$ cat src/rtl/asrv32_fetch_ctrl.sv
// Instruction fetch controller: issues one word fetch at a time, registers the returned
// instruction for the decoder and handles branch/jump redirects, including in-flight ones.
module asrv32_fetch_ctrl #(
  parameter logic [31:0] RESET_PC = 32'h0000_0000
) (
  input  logic        i_clk,
  input  logic        i_rst,
  output logic        o_imem_req,
  output logic [31:0] o_imem_addr,
  input  logic        i_imem_ack,
  input  logic [31:0] i_imem_rdata,
  output logic [31:0] o_inst,
  output logic [31:0] o_inst_pc,
  output logic        o_inst_valid,
  input  logic        i_dec_ready,
  input  logic        i_redirect,
  input  logic [31:0] i_redirect_pc
);

  localparam logic [31:0] ResetPcAligned = {RESET_PC[31:2], 2'b00};
  localparam logic [31:0] NopInst        = 32'h0000_0013;

  typedef enum logic [1:0] {StIdle, StReq, StValid, StFlush} state_e;

  state_e      state_q, state_d;
  logic [31:0] pc_q, pc_d;
  logic [31:0] hold_addr_q, hold_addr_d;
  logic [31:0] inst_q, inst_d;
  logic [31:0] inst_pc_q, inst_pc_d;
  logic [31:0] redirect_target;

  assign redirect_target = {i_redirect_pc[31:2], 2'b00};

  always_comb begin
    state_d     = state_q;
    pc_d        = pc_q;
    hold_addr_d = hold_addr_q;
    inst_d      = inst_q;
    inst_pc_d   = inst_pc_q;
    unique case (state_q)
      StIdle: begin
        state_d = StReq;
        if (i_redirect) pc_d = redirect_target;
      end
      StReq: begin
        if (i_redirect) begin
          pc_d = redirect_target;
          // An unacknowledged request must stay on the bus at its old address.
          if (!i_imem_ack) begin
            hold_addr_d = pc_q;
            state_d     = StFlush;
          end
        end else if (i_imem_ack) begin
          inst_d    = i_imem_rdata;
          inst_pc_d = pc_q;
          pc_d      = pc_q + 32'd4;
          state_d   = StValid;
        end
      end
      StValid: begin
        if (i_redirect) begin
          pc_d    = redirect_target;
          state_d = StReq;
        end else if (i_dec_ready) begin
          state_d = StReq;
        end
      end
      StFlush: begin
        if (i_redirect) pc_d = redirect_target;
        // Stale data is dropped; the redirected fetch starts next cycle.
        if (i_imem_ack) state_d = StReq;
      end
      default: state_d = StIdle;
    endcase
  end

  always_ff @(posedge i_clk) begin
    if (i_rst) begin
      state_q     <= StIdle;
      pc_q        <= ResetPcAligned;
      hold_addr_q <= 32'h0000_0000;
      inst_q      <= NopInst;
      inst_pc_q   <= 32'h0000_0000;
    end else begin
      state_q     <= state_d;
      pc_q        <= pc_d;
      hold_addr_q <= hold_addr_d;
      inst_q      <= inst_d;
      inst_pc_q   <= inst_pc_d;
    end
  end

  assign o_imem_req   = (state_q == StReq) || (state_q == StFlush);
  assign o_imem_addr  = (state_q == StFlush) ? hold_addr_q : pc_q;
  assign o_inst_valid = (state_q == StValid);
  assign o_inst       = inst_q;
  assign o_inst_pc    = inst_pc_q;

endmodule

$ cat config.mk
export PLATFORM = sky130hd
export DESIGN_NAME = asrv32_fetch_ctrl
export DESIGN_NICKNAME = d
export VERILOG_FILES = /design/src/rtl/asrv32_fetch_ctrl.sv
export SDC_FILE = /design/constraint.sdc
export NUM_CORES = 1
export LEC_CHECK = 0
export BUFFER_PORTS_ARGS = -buffer_cell sky130_fd_sc_hd__clkbuf_2
export CORE_MARGIN = 3
export CORE_UTILIZATION = 46
export DETAILED_ROUTE_END_ITERATION = 10
export PLACE_DENSITY = 0.76
export SYNTH_ARGS = -nofsm -noshare
export SYNTH_HDL_FRONTEND = slang
export SYNTH_SLANG_ARGS = --single-unit
$ cat constraint.sdc
create_clock -name i_clk -period 1.8 [get_ports i_clk]
set_input_delay 0.27 -clock i_clk [delete_from_list [all_inputs] [get_ports i_clk]]
set_output_delay 0.27 -clock i_clk [all_outputs]
set_load 0.1 [all_outputs]
==> results.sh <==
export IMPL_initial_core_util=0.4726
export IMPL_top_layer="met4"
export IMPL_min_to="o_inst[0]$_SDFFE_PP1P_"
export IMPL_design_die_area_sq_um=13120
export IMPL_floorplan_core_area_sq_um=11470
export IMPL_yosysTopAreaCellShare=0.4581
export IMPL_power_share_combinational=0.209
export IMPL_final_layout_size_suffix_gt1_frac=0.3473
export IMPL_p_sw_frac=0.2938
export IMPL_antenna_cells_inserted=0
export IMPL_detailedRoute_firstIterationViolations=436
export IMPL_drt_wl_total_microns=15830
export IMPL_grt_setup_unrepaired="yes"
export IMPL_floorplan_die_width_microns=114.5
export IMPL_wl_met1_microns=6799
export IMPL_worst_r2r_cell_count=6
export IMPL_endpoint_type_of_the_worst_setup_path="primary output"
export IMPL_yosysSeqAreaShare=0.4581
export IMPL_final_hold_worst_slack_ns=0.07681
export IMPL_internal_power_uw=5636
export IMPL_grt_use_total=0.2390
export IMPL_antenna_violations_before_repair=0
export IMPL_synth_warnings=0
export IMPL_viasPerCell=5.291
export IMPL_num_rows=39
export IMPL_layout_cells_non_filler=1024
export IMPL_first_global_vias=5058
export IMPL_gpl_final_weighted_congestion=0.8471
export IMPL_buffer_cell_driving_the_clock_tree_root="clkbuf_16"
export IMPL_routed_wl_met2_microns=7452
export IMPL_post_synth_inst_count=681
export IMPL_r2r_start="state_q[1]$_SDFFE_PP0P_"
export IMPL_async_reset_ff_frac=0
export IMPL_grt_start_max_net_pins=39
export IMPL_timing_hold_worst_path_depth=3
export IMPL_timing_final_hold_violations=0
export IMPL_postLayoutSetupSlackWorst_ns=-0.08528
export IMPL_count_of_final_setup_violators=30
export IMPL_violations="negative setup slack"
export IMPL_crit_path_start_kind="register"
export IMPL_synth_enable_flop_cells=0
export IMPL_arrival_ns=1.62
export IMPL_clk_path_buf_depth=2
export IMPL_min_period_ns=1.885
export IMPL_synth_area_top_cells="dfxtp_1 (46%), nand2_1 (14%), a21oi_1 (9.2%), mux2_2 (6.2%), nor2_1 (2.7%)"
export IMPL_critical_path_class="register to primary output"
export IMPL_max_freq_mhz=530.4
export IMPL_tritoncts_num_buffers=17
export IMPL_detailedRoute_firstPassIterationCount=5
export IMPL_tritoncts="done"
export IMPL_cts_htree_levels=4
export IMPL_yosys_area_top_type="dfxtp_1"
export IMPL_clk_pin_slew_worst_paths_ns=0.05
export IMPL_ys_seq_elements=124
export IMPL_cp_required_ns=1.53
export IMPL_placedCellCount=983
export IMPL_max_slew_margin_rel=0.6295
export IMPL_mean_instance_size_in_the_synthesized_netlist_sq_um=7.957
export IMPL_dr_wl_met3_microns=1231
export IMPL_part_of_the_total_power_dissipated_in_sequential_elements=0.365
export IMPL_worst_case_vdd_ir_drop_mv=0.9274
export IMPL_path_max_fanout=8
export IMPL_areaGrowthSynthToFinish_pct=46.94
export IMPL_routedWlPerCell_microns=15.45
export IMPL_floorplan_die_height_microns=114.5
export IMPL_routed_via_count=5418
export IMPL_detailed_place_hpwl_microns=10580
export IMPL_timing_rr_end="pc_q[15]$_SDFFE_PP0P_"
export IMPL_mappedNetlistArea_sq_um=5419
export IMPL_setup_skew_ns=0.006980
export IMPL_status="finished with violations"
export IMPL_floorplan_io_pins=167
export IMPL_worst_slew_pin_transition_ns=0.5582
export IMPL_hold_start="i_imem_rdata[0]"
export IMPL_p_clk_frac=0.426
export IMPL_port_bufs=160
export IMPL_gr_total_overflow=0
export IMPL_finish_net_count=938
export IMPL_drv_cap=0
export IMPL_slew_viol_final=0
export IMPL_wire_length_of_the_first_global_routing_pass_microns=24790
export IMPL_synth_cell_type_count=44
export IMPL_power_static_leakage_uw=0.003356
export IMPL_number_of_nets_still_failing_antenna_checks_after_routing=0
export IMPL_synth_top_flop_cell="dfxtp_1"
export IMPL_clkSinkCount=124
export IMPL_number_of_remaining_drc_errors=0
export IMPL_clk_latency_ns=0.41
export IMPL_total_switching_power_uw=2345
export IMPL_min_path_type="input port to register"
export IMPL_power_per_cell_area_nw_per_um2=1002
export IMPL_timing_final_crit_share=1.047
export IMPL_timing_reg2reg_setup_slack_ns=0.03
## power groups by stage
stage	Sequential (uW)	Clock, uW	Combinational, uW
after floorplan	3240	0	789
after global placement	2960	0	1580
after detailed placement	2970	0	1590
after CTS	2910	3450	1660
after global routing	2920	3550	1750
final	2910	3400	1670
## logic make-up after synthesis
group | count (synthesis) | share of synthesized area
AO/OA/AOI/OAI | 139 | 0.1468
XOR/XNOR | 17 | 0.02748
adder cells (fa/ha/maj) | 1 | 0.002309
buffers and inverters | 65 | 0.05103
flip-flops | 124 | 0.4581
multiplexers | 33 | 0.06788
other | 1 | 0.0006920
AND/OR/NAND/NOR | 301 | 0.2457
## repair_timing
action | in CTS | in global routing
hold buffers | 0 | 0
cloned | 3 | 0
pin swaps | 1 | 5
setup buffers | 5 | 2
gates resized for setup | 41 | 13
endpoints found under the setup margin | 31 | 45
## metal layers
metal / vias to the layer above / track usage
li1: 2672 / -
met1: 2509 / 0.3048
met2: 202 / 0.3807
met3: 35 / 0.06924
met4: 0 / 0.09422
met5: - / 0
## cell usage after synthesis (6+ instances only)
| cell type | number |
|---|---|
| a21oi_1 | 100 |
| buf_1 | 9 |
| nand2_1 | 198 |
| a211oi_1 | 15 |
| nor2_1 | 39 |
| nor3_1 | 12 |
| clkbuf_1 | 38 |
| inv_1 | 7 |
| mux2_2 | 30 |
| nand3_1 | 14 |
| o21ai_0 | 7 |
| a311oi_1 | 6 |
| xnor2_1 | 14 |
| dfxtp_1 | 124 |
## stage by stage
step	instance area, sq um	setup WS [ns]	setup TNS (ns)	total power (uW)	utilization
after floorplan	5433	0.06903	0	4032	-
after global placement	7064	0.1528	0	4546	0.6160
after detailed placement	7064	0.1068	0	4560	0.6160
after CTS	7920	-0.08948	-2.303	8024	0.6907
after global routing	7963	-0.1157	-2.948	8224	0.6944
final	7963	-0.08528	-1.935	7981	0.6944
## worst max path at each step
| stage | from | slack [ns] | cells past startpoint | to |
|---|---|---|---|---|
| 5_1_grt | state_q[0]$_SDFFE_PP0P_ | -0.12 | 5 | o_imem_addr[8] |
| 3_5_place_dp | i_imem_ack | 0.11 | 5 | pc_q[18]$_SDFFE_PP0P_ |
| 2_1_floorplan | pc_q[2]$_SDFFE_PP0P_ | 0.07 | 7 | pc_q[26]$_SDFFE_PP0P_ |
| 6_report | state_q[1]$_SDFFE_PP0P_ | -0.09 | 5 | o_imem_addr[24] |
| 3_3_place_gp | i_imem_ack | 0.15 | 6 | pc_q[15]$_SDFFE_PP0P_ |
| 4_1_cts | state_q[0]$_SDFFE_PP0P_ | -0.09 | 5 | o_imem_addr[12] |
## area by class of cell
type / instances / area [sq um]
clock buffers: 24 / 471.7
clock inverters: 8 / 115.1
repair buffers: 223 / 1829
well taps: 143 / 178.9
multi-input cells: 495 / 2851
flip-flops and latches: 124 / 2490
fillers: 897 / 3505
inverters: 7 / 26.28
## placed cells by master (no fill, tap or decap), types with 4 or more instances in the layout
cell type	netlist	routed
mux2_4	0	30
dfxtp_1	124	122
inv_1	7	7
nor2_1	39	38
o21ai_0	7	7
conb_1	1	4
xnor2_1	14	14
clkinv_2	0	5
clkbuf_16	0	17
nand2_1	198	197
clkbuf_2	0	128
nand3_1	14	13
clkbuf_1	38	5
a211oi_1	15	15
nor3_1	12	11
buf_4	5	57
a311oi_1	6	4
and3_1	5	4
buf_12	0	34
a21oi_1	100	100
nand3b_1	5	5
nor4_2	3	5
## state kept, by name (all words and copies together), names as in the netlist
name / count
pc_q: 30
hold_addr_q: 30
o_inst: 32
o_inst_pc: 30
state_q: 2
## worst max-delay path, stage by stage (launching register included)
cell,delay (ns)
dfxtp_4,0.35
nand2_4,0.07
buf_12,0.12
buf_12,0.15
mux2_4,0.33
buf_12,0.17
(Power assumes the default switching activity.)
